### src/rtl/simplez_uart_tx.sv
// SIMPLEZ memory-mapped 8N1 transmitter: ST to ADDR_DATA starts a frame, status word at ADDR_STAT.
// A frame takes 10*BAUD_DIV falling edges; writes while busy are dropped and flagged as overrun.
module simplez_uart_tx #(
   parameter int                DATAW     = 12,
   parameter int                ADDRW     = 9,
   parameter logic [ADDRW-1:0]  ADDR_DATA = 9'o101,
   parameter logic [ADDRW-1:0]  ADDR_STAT = 9'o102,
   parameter int                BAUD_DIV  = 104
) (
   input  logic             clk,
   input  logic             rstn,
   input  logic [ADDRW-1:0] addr,
   input  logic             wr,
   input  logic             rd,
   input  logic [DATAW-1:0] data_in,
   output logic [DATAW-1:0] data_out,
   output logic             tx,
   output logic             busy
);

   typedef enum logic [1:0] {S_IDLE, S_START, S_DATA, S_STOP} state_t;

   localparam logic [11:0] BAUD_LAST = 12'(BAUD_DIV - 1);

   state_t      r_state;
   logic [11:0] r_baud;
   logic [2:0]  r_bit;
   logic [7:0]  r_shift;
   logic        r_tx;
   logic        r_busy;
   logic        r_ovr;

   logic w_sel_data;
   logic w_sel_stat;
   logic w_wr_data;
   logic w_rd_stat;
   logic w_bit_end;
   logic w_unused;

   assign w_sel_data = (addr == ADDR_DATA);
   assign w_sel_stat = (addr == ADDR_STAT);
   assign w_wr_data  = wr & w_sel_data;
   assign w_rd_stat  = rd & w_sel_stat;
   assign w_bit_end  = (r_baud == BAUD_LAST);
   assign w_unused   = ^data_in[DATAW-1:8];

   // Status is decoded from registered state only, so it never follows wr.
   assign data_out = w_sel_stat ? {{(DATAW-3){1'b0}}, r_ovr, r_busy, ~r_busy} : '0;
   assign tx       = r_tx;
   assign busy     = r_busy;

   always_ff @(negedge clk or negedge rstn) begin
      if (!rstn) begin
         r_state <= S_IDLE;
         r_baud  <= '0;
         r_bit   <= '0;
         r_shift <= '0;
         r_tx    <= 1'b1;
         r_busy  <= 1'b0;
         r_ovr   <= 1'b0;
      end else begin
         // Setting takes priority over the read-to-clear.
         if (w_wr_data && (r_state != S_IDLE))
            r_ovr <= 1'b1;
         else if (w_rd_stat)
            r_ovr <= 1'b0;

         case (r_state)
            S_IDLE: begin
               if (w_wr_data) begin
                  r_shift <= data_in[7:0];
                  r_baud  <= '0;
                  r_bit   <= '0;
                  r_tx    <= 1'b0;
                  r_busy  <= 1'b1;
                  r_state <= S_START;
               end
            end
            S_START: begin
               if (w_bit_end) begin
                  r_baud  <= '0;
                  r_tx    <= r_shift[0];
                  r_state <= S_DATA;
               end else begin
                  r_baud <= r_baud + 12'd1;
               end
            end
            S_DATA: begin
               if (w_bit_end) begin
                  r_baud  <= '0;
                  r_shift <= r_shift >> 1;
                  r_bit   <= r_bit + 3'd1;
                  if (r_bit == 3'd7) begin
                     r_tx    <= 1'b1;
                     r_state <= S_STOP;
                  end else begin
                     r_tx <= r_shift[1];
                  end
               end else begin
                  r_baud <= r_baud + 12'd1;
               end
            end
            S_STOP: begin
               if (w_bit_end) begin
                  r_baud  <= '0;
                  r_tx    <= 1'b1;
                  r_busy  <= 1'b0;
                  r_state <= S_IDLE;
               end else begin
                  r_baud <= r_baud + 12'd1;
               end
            end
            default: begin
               r_state <= S_IDLE;
               r_tx    <= 1'b1;
               r_busy  <= 1'b0;
            end
         endcase
      end
   end

endmodule
### config.mk
export PLATFORM = sky130hd
export DESIGN_NAME = simplez_uart_tx
export DESIGN_NICKNAME = d
export VERILOG_FILES = /design/src/rtl/simplez_uart_tx.sv
export SDC_FILE = /design/constraint.sdc
export NUM_CORES = 1
export LEC_CHECK = 0
export CAP_MARGIN = 15
export CELL_PAD_IN_SITES_DETAIL_PLACEMENT = 1
export CELL_PAD_IN_SITES_GLOBAL_PLACEMENT = 1
export CORE_MARGIN = 2
export CORE_UTILIZATION = 37
export DETAILED_ROUTE_END_ITERATION = 8
export GPL_ROUTABILITY_DRIVEN = 1
export GPL_TIMING_DRIVEN = 0
export PLACE_DENSITY = 0.88
export SLEW_MARGIN = 10
export SYNTH_ARGS = -nofsm -noshare
export SYNTH_HDL_FRONTEND = slang
export SYNTH_SLANG_ARGS = --single-unit
### constraint.sdc
create_clock -name clk -period 2.6 [get_ports clk]
set_input_delay 0.26 -clock clk [delete_from_list [all_inputs] [get_ports clk]]
set_output_delay 0.26 -clock clk [all_outputs]
set_load 0.02 [all_outputs]
-- After elaboration in Yosys (flattened, before gate mapping)
Cells that the tools add are included.
- add/sub/neg operators: 2
- eq/ne operators: 12
- mux-type cells: 27
- bitwise gates (word level): 3
- reduce and logical (&&, ||, !) cells: 11
- operators by type and width (cell ; number):
    $mux 12 ; 2
    $pmux 12 s2 ; 1
    $eq 9x7->1 const B ; 2
    $mux 8 ; 2
    $pmux 8 s2 ; 1
    $add 12x1->12 const B ; 1
    $eq 12x7->1 const B ; 1
    $mux 2 ; 5
    $ne 2x2->1 const B ; 5
    $mux 1 ; 9
    $mux 3 ; 3
    $pmux 2 s4 ; 1
    $reduce_bool 2->1 ; 4
    $pmux 3 s2 ; 1
    $reduce_and 3->1 ; 2
    $reduce_and 5->1 ; 1
    $eq 2x2->1 const B ; 2
    $pmux 1 s4 ; 1
    $reduce_and 4->1 ; 1
    $add 3x1->3 const B ; 1
    $eq 3x3->1 const B ; 1
    $reduce_or 3->1 ; 1
    $and 1x1->1 ; 2
    $eq 2x1->1 const B ; 1
    other kinds (4) ; 4
- register bits: 28
- logic and storage cells: 62

-- Longest topological paths before layout
Gate-level depths: netlist (run 1).
- depth after elaboration: 4
- mapped depth: 8
- gate-level depth less buffers: 6

==> impl_results.md, run 1 <==
- Status: complete, but fails checks
- Failing checks: negative setup slack
- EDFF count, synth: 0
- Cell taking the most area after synthesis: dfrtn_1
- Synth Area in XOR/XNOR: 0
- PwrDens: 848.5 nW/um^2
- DRT Pass-1 Iters: 4
- Placer congestion estimate: 0.7929
- Post-DP HPWL: 3131 um
- Crit end category: flip-flop
- Critical path launch point type: input pin
- WP depth: 5
- Worst Reg2Reg Path Length in Cells: 7
- CP Cell Sequence: buf_6, or4b_4, o31a_1, a221oi_2, mux2_1
- Critical Path RT: 1.43 ns
- DRT iter0 DRCs: 107
- Syn avg cell area: about 9.4 um^2
- Initial antenna violation count: 0
- Complex-gate fraction of the synthesized area: 0.2319
- Via Count: approximately 1,600
- Worst path bufs/invs: 1
- Leak: 1.009 nW
- Max IR drop VDD: 693.3 uV
- Cell Rows: 24
- Area after DPL: 2074 um^2
- Number of I/O port buffers: 25
- Die Y-Extent: 71.57 um
- RR Endpoint: r_baud[3]
- Largest cells by area after synthesis: dfrtn_1 40%, ha_1 5.9%, buf_4 4.0%
- Slew Limit Fails: 0
- Layout Skew: 0.05607 ns
- Mapped Area: about 1700 um^2
- Simple-gate share of the synthesized area: 0.1696
- Clk sink count: 28
- Setup CP Type: input pin to flip-flop
- Number of vias per cell: 5.653
- Worst path max stage delay: 0.55 ns
- DRC: 0
- Max clock buf depth: 2
- WL/cell: 17.90 um
- Main synth FF type: dfrtn_1
- Clock-pin slew on the worst setup and hold paths: 0.07 ns
- Die W: between 70 and 80 um
- Adder-cell share of the synthesized area: 0.05926
- Unique masters post-synth: 43
- Vias in the first global route: 1,643
- Post-route design area: 2238 um^2
- Post-Route Utilization: 0.5106
- FFs w/ async S/R, synth: 1.000
- Max-cap violation count: 0
- Largest net degree at the start of global routing: 29
- GRT Overall Usage: 0.2047
- Sequential share of the synthesized area: 0.4156
- Largest family of logic cells by synthesized area: compound AO/OA/AOI/OAI gates
- Htree depth: 1
- Yosys warns: 0
- Pin slew with the least headroom to its limit: 0.7940 ns
- CTS Hold Buffers Added: 0
- Worst EP arrival: between 1.5 and 2 ns
- Clk_lat worst skew: 0.34 ns
- I/O pin cnt: 39
- P&R area growth vs syn: 32.52%
- Synth Register Bits: 28
- Final Hold Vio Count: 0
- CTS tree: built
- CP Max Fanout: 6
- Worst hold path class: flip-flop to flip-flop
- Syn Inst Count: around 180
- Setup Viol. Count Final: 28
- Overall power: 1.899 mW
- Worst Slack Setup Final: -0.4181 ns
- Rel. slew slack: 0.4658
- N_diodes: 0
- GR Overflow Total: 0
- Crit path max-delay family: compound AO/OA/AOI/OAI gates
- Number of buffers created by CTS: 3
- Post-synthesis mux area share: 0.02667
- RSZ-0062 raised after global routing: yes
- Layout cells sized above 1: 0.2711
- Core region area: 4384 um^2
- Reg2Reg Setup Slack: 0.11 ns
- Initial core utilization: 0.3853
- Total routed wirelength: 4958 um
- FF-to-FF Start: r_state[0]
- Post-synth top area share: 0.4000
- First-pass GRT wire length: 8280 um
- Worst hold slack: 0.4232 ns
- Nets: between 200 and 300
- Root Buffer: clkbuf_8
- Die area: a little over 5000 um^2
- Most frequent cell after synthesis: dfrtn_1
- Synth cell count leaders: 27 x dfrtn_1, 12 x a21oi_1, 12 x inv_1
- Worst path slowest cell: or4b_4
- Antenna Nets Post-Route: 0
- Critical path endpoint: r_state[1]
- Critical Path Source: addr[8]
==> layout make-up <==
type | count | area (um^2)
Buffer | 15 | 93.84
Timing Repair Buffer | 38 | 319.1
Tap cell | 52 | 65.06
Sequential cell | 28 | 701.9
Clock inverter | 2 | 7.507
Clock buffer | 3 | 41.29
Multi-Input combinational cell | 128 | 968.4
Fill cell | 497 | 2146
Inverter | 11 | 41.29
==> layer usage <==
| metal | global-route usage | routed length, um | up-vias |
|---|---|---|---|
| li1 | - | - | 739 |
| met1 | 0.2504 | 2153 | 802 |
| met2 | 0.3807 | 2668 | 21 |
| met3 | 0.03235 | 96 | 4 |
| met4 | 0.03774 | 40 | 0 |
| met5 | 0 | 0 | - |
==> through the flow <==
stage / instances / setup slack, ns / TNS (ns)
final: 277 / -0.4181 / -7.885
after global routing: 277 / -0.4770 / -9.078
after CTS: 278 / -0.4540 / -8.087
after detailed placement: 264 / -1.219 / -30.20
after global placement: 264 / -1.183 / -42.02
after floorplan: 187 / -0.6186 / -13.08
==> worst min-delay path by stage <==
| stage | startpoint | endpoint | slack [ns] | cells past startpoint |
|---|---|---|---|---|
| 2_1_floorplan | r_baud[10] | r_baud[10] | 0.40 | 1 |
| 3_3_place_gp | r_baud[10] | r_baud[10] | 0.42 | 1 |
| 4_1_cts | r_baud[10] | r_baud[10] | 0.43 | 1 |
| 6_report | r_baud[10] | r_baud[10] | 0.42 | 1 |
| 5_1_grt | r_ovr | r_ovr | 0.47 | 1 |
| 3_5_place_dp | r_baud[10] | r_baud[10] | 0.42 | 1 |
==> registers in the layout, summed over array words and instances (netlist names) <==
signal / flops
r_ovr: 1
r_shift: 8
r_bit: 3
r_state: 2
busy: 1
r_baud: 12
tx: 1
==> timing repair <==
item,CTS,global route
buffers inserted,13,0
endpoints found under the setup margin,33,30
gates resized for setup,59,7
endpoints found under the hold margin,0,0
pin swaps,10,2
==> cell families (layout without fill, tap and decap cells) <==
logic type,count (synthesis),after routing
compound gates,54,54
simple gates,53,53
buf+inv,31,69
flops,28,28
fa+ha+maj,8,8
mux,4,4
other cells,1,9
==> where the power goes <==
| group | internal [mW] | total, mW | switching [mW] |
|---|---|---|---|
| clock network | 0.108 | 0.253 | 0.144 |
| logic | 0.393 | 0.944 | 0.551 |
| registers | 0.569 | 0.703 | 0.133 |
| total | 1.07 | 1.90 | 0.829 |
==> worst reg2reg max path, stage by stage (launching register included) <==
cell	delay (ns)
dfrtn_1	0.47
inv_1	0.10
ha_1	0.25
clkbuf_1	0.28
a31oi_1	0.55
clkbuf_1	0.44
nand2_1	0.21
a31oi_4	0.21
==> cell usage in the layout, fill, tap and decap left out, types with 5 or more instances in the layout <==
cell,synthesis,routed
conb_1,1,9
clkbuf_1,7,5
a31oi_1,10,9
a22o_1,5,5
dfrtn_1,27,27
o21ai_0,5,5
buf_6,1,8
clkdlybuf4s50_1,0,9
nand2_1,10,10
nor2_1,8,6
nand4_1,6,6
ha_1,8,8
a21oi_1,12,12
buf_4,9,17
inv_1,12,12
buf_2,2,9
Note: power is estimated with default switching activity, not from simulation.
==> run 2, diff against run 1 <==
--- a/config.mk
+++ b/config.mk
@@ -10,6 +10,7 @@
 export CELL_PAD_IN_SITES_GLOBAL_PLACEMENT = 1
 export CORE_MARGIN = 2
 export CORE_UTILIZATION = 37
+export CTS_CLUSTER_SIZE = 20
 export DETAILED_ROUTE_END_ITERATION = 8
 export GPL_ROUTABILITY_DRIVEN = 1
 export GPL_TIMING_DRIVEN = 0
@@ -18,3 +19,4 @@
 export SYNTH_ARGS = -nofsm -noshare
 export SYNTH_HDL_FRONTEND = slang
 export SYNTH_SLANG_ARGS = --single-unit
+export TNS_END_PERCENT = 30
==> impl_results.md, run 2 (synthesis results as in run 1) <==
- Status: complete, but fails checks
- Failing checks: negative setup slack
- Rel. slew slack: 0.5044 (+0.03861)
- Largest Register: r_baud
- Largest net degree at the start of global routing: 29 (unchanged)
- PwrDens: 872.6 nW/um^2 (+2.8%)
- Max-cap violation count: 0 (unchanged)
- Met1 usage: 0.2217 (-0.02872)
- I/O pin cnt: 39 (unchanged)
- Crit path max-delay family: simple AND/OR/NAND/NOR gates
- Layout Skew: 0.05888 ns (+0.002812 ns)
- Worst hold path class: flip-flop to flip-flop
- Pre-CTS setup slack: -1.203 ns (+0.01596 ns)
- Max IR drop VDD: 588.2 uV (-15%)
- DRT Pass-1 Iters: 4 (unchanged)
- CTS tree: built
- GRT Overall Usage: 0.1872 (-0.01751)
- Cell Rows: 24 (unchanged)
- GR Overflow Total: 0 (unchanged)
- Most frequent cells in the layout: 27 x dfrtn_1, 17 x buf_4, 12 x a21oi_1, 12 x inv_1, 11 x clkdlybuf4s50_1
- Crit end category: flip-flop
- Max clock buf depth: 2 (unchanged)
- Critical Path RT: 1.43 ns (about the same)
- Root Buffer: clkbuf_8
- Worst path slowest cell: or4_1
- Area after DPL: 2052 um^2 (-1.1%)
- Worst EP arrival: 1.93 ns (+0.08 ns)
- Number of I/O port buffers: 25 (unchanged)
- Setup TNS: -9.989 ns (-2.104 ns)
- CP Max Fanout: 6 (unchanged)
- Post-route design area: 2200 um^2 (-1.7%)
- DRT iter0 DRCs: 63 (-41%)
- Worst path max stage delay: 0.56 ns (about the same)
- Biggest regs: r_baud x12, r_shift x8, r_bit x3
- Final Hold Vio Count: 0 (unchanged)
- N_diodes: 0 (unchanged)
- Clk sink count: 28 (unchanged)
- CP Cell Sequence: clkdlybuf4s50_1, nand3b_1, or4_1, buf_2, o32ai_2, a21oi_1
- WL/cell: 16.95 um (-5.3%)
- Layout cells sized above 1: 0.2389 (-0.03217)
- Pin slew with the least headroom to its limit: 0.7367 ns (-0.05739 ns)
- Commonest non-fill, non-tap cell in the layout: dfrtn_1
- Post-DP HPWL: 3325 um (+6.2%)
- Placer congestion estimate: 0.7720 (-2.6%)
- Setup Viol. Count Final: 28 (unchanged)
- Number of buffers created by CTS: 3 (unchanged)
- Number of vias per cell: 5.565 (-1.6%)
- First-pass GRT wire length: 7576 um (-8.5%)
- Die W: 71.57 um (unchanged)
- Sw Ratio: 0.4171 (-0.01922)
- Slew Limit Fails: 0 (unchanged)
- Net switching power: 800.6 uW (-3.4%)
- Flop pwr share: 0.362 (-0.008)
- Die area: 5122 um^2 (unchanged)
- Worst path bufs/invs: 2 (+1)
- Combinational share of power: 0.502 (+0.005)
- DRC: 0 (unchanged)
- GRT met2 Usage: 0.3529 (-0.02778)
- Overall power: 1.919 mW (+1.1%)
- Vias in the first global route: 1,603 (-2.4%)
- Power share of the clock group: 0.135 (+0.002)
- Worst hold slack: 0.4539 ns (+0.03071 ns)
- Antenna Nets Post-Route: 0 (unchanged)
- Leak: 1.001 nW (-0.85%)
- Initial antenna violation count: 0 (unchanged)
- Initial core utilization: 0.3853 (unchanged)
- Number of flip-flops in the largest register: 12 (unchanged)
- Worst Slack Setup Final: -0.5005 ns (-0.08232 ns)
- RSZ-0062 raised after global routing: yes
- GRT busiest layer: met2
- Htree depth: 1 (unchanged)
- Via Count: 1,547 (-1.2%)
- Critical path launch point type: input pin
- Setup CP Type: input pin to flip-flop
- Clk_lat worst skew: 0.34 ns (about the same)
- Total routed wirelength: 4711 um (-5.0%)
- Clock-pin slew on the worst setup and hold paths: 0.07 ns (about the same)
- Die Y-Extent: 71.57 um (unchanged)
- Pint: 1.119 mW (+4.5%)
- Nets: 260 (+0.39%)
- P&R area growth vs syn: 30.22%
- Met3 usage: 0.03376 (+0.001406)
- Core region area: 4384 um^2 (unchanged)
## run 2: per-layer routing
| layer | part of all wire | wire length [um] |
|---|---|---|
| met1 | 0.41 | 1911 |
| met3 | 0.026 | 123 |
| met4 | 0.023 | 106 |
| met5 | 0 | 0 |
| met2 | 0.55 | 2570 |
## run 2: worst paths after layout
kind	slack, ns	from	to	cells past startpoint
setup / recovery	-0.50	addr[0]	r_shift[5]	6
hold / removal	0.45	r_baud[10]	r_baud[10]	1
setup reg to reg	0.11	r_state[0]	r_shift[5]	8
hold reg to reg	0.45	r_baud[10]	r_baud[10]	1
max in group asynchronous	0.95	rstn	tx	1
min in group asynchronous	1.17	rstn	r_baud[4]	1
## run 2: layout make-up
type	count	area, um^2
clock inverters	1	3.754
repair buffers	38	320.3
flip-flops and latches	28	701.9
well taps	52	65.06
fillers	515	2185
multi-input cells	128	919.6
clock buffers	4	45.04
plain buffers	16	102.6
inverters	11	41.29
## run 2: what timing repair did
item	4_1_cts	5_1_grt
resized for setup	44	12
hold buffers	0	0
endpoints found under the setup margin	33	30
cloned	0	1
pin swaps	12	8
setup buffers	7	5
## run 2: stage by stage
| stage | utilization | std cells |
|---|---|---|
| final | 0.5017 | 278 |
| after global routing | 0.5017 | 278 |
| after CTS | 0.4860 | 273 |
| after detailed placement | 0.4680 | 264 |
| after global placement | 0.4692 | 264 |
| after floorplan | - | 187 |
## run 2: power groups by stage
stage                     logic (mW)  registers [mW]  clock network, mW
after floorplan                0.616           0.674            0.00481
after global placement         0.803           0.687            0.00481
after detailed placement       0.843           0.699            0.00481
after CTS                      0.900           0.692              0.266
after global routing            1.08           0.714              0.285
final                          0.964           0.695              0.260
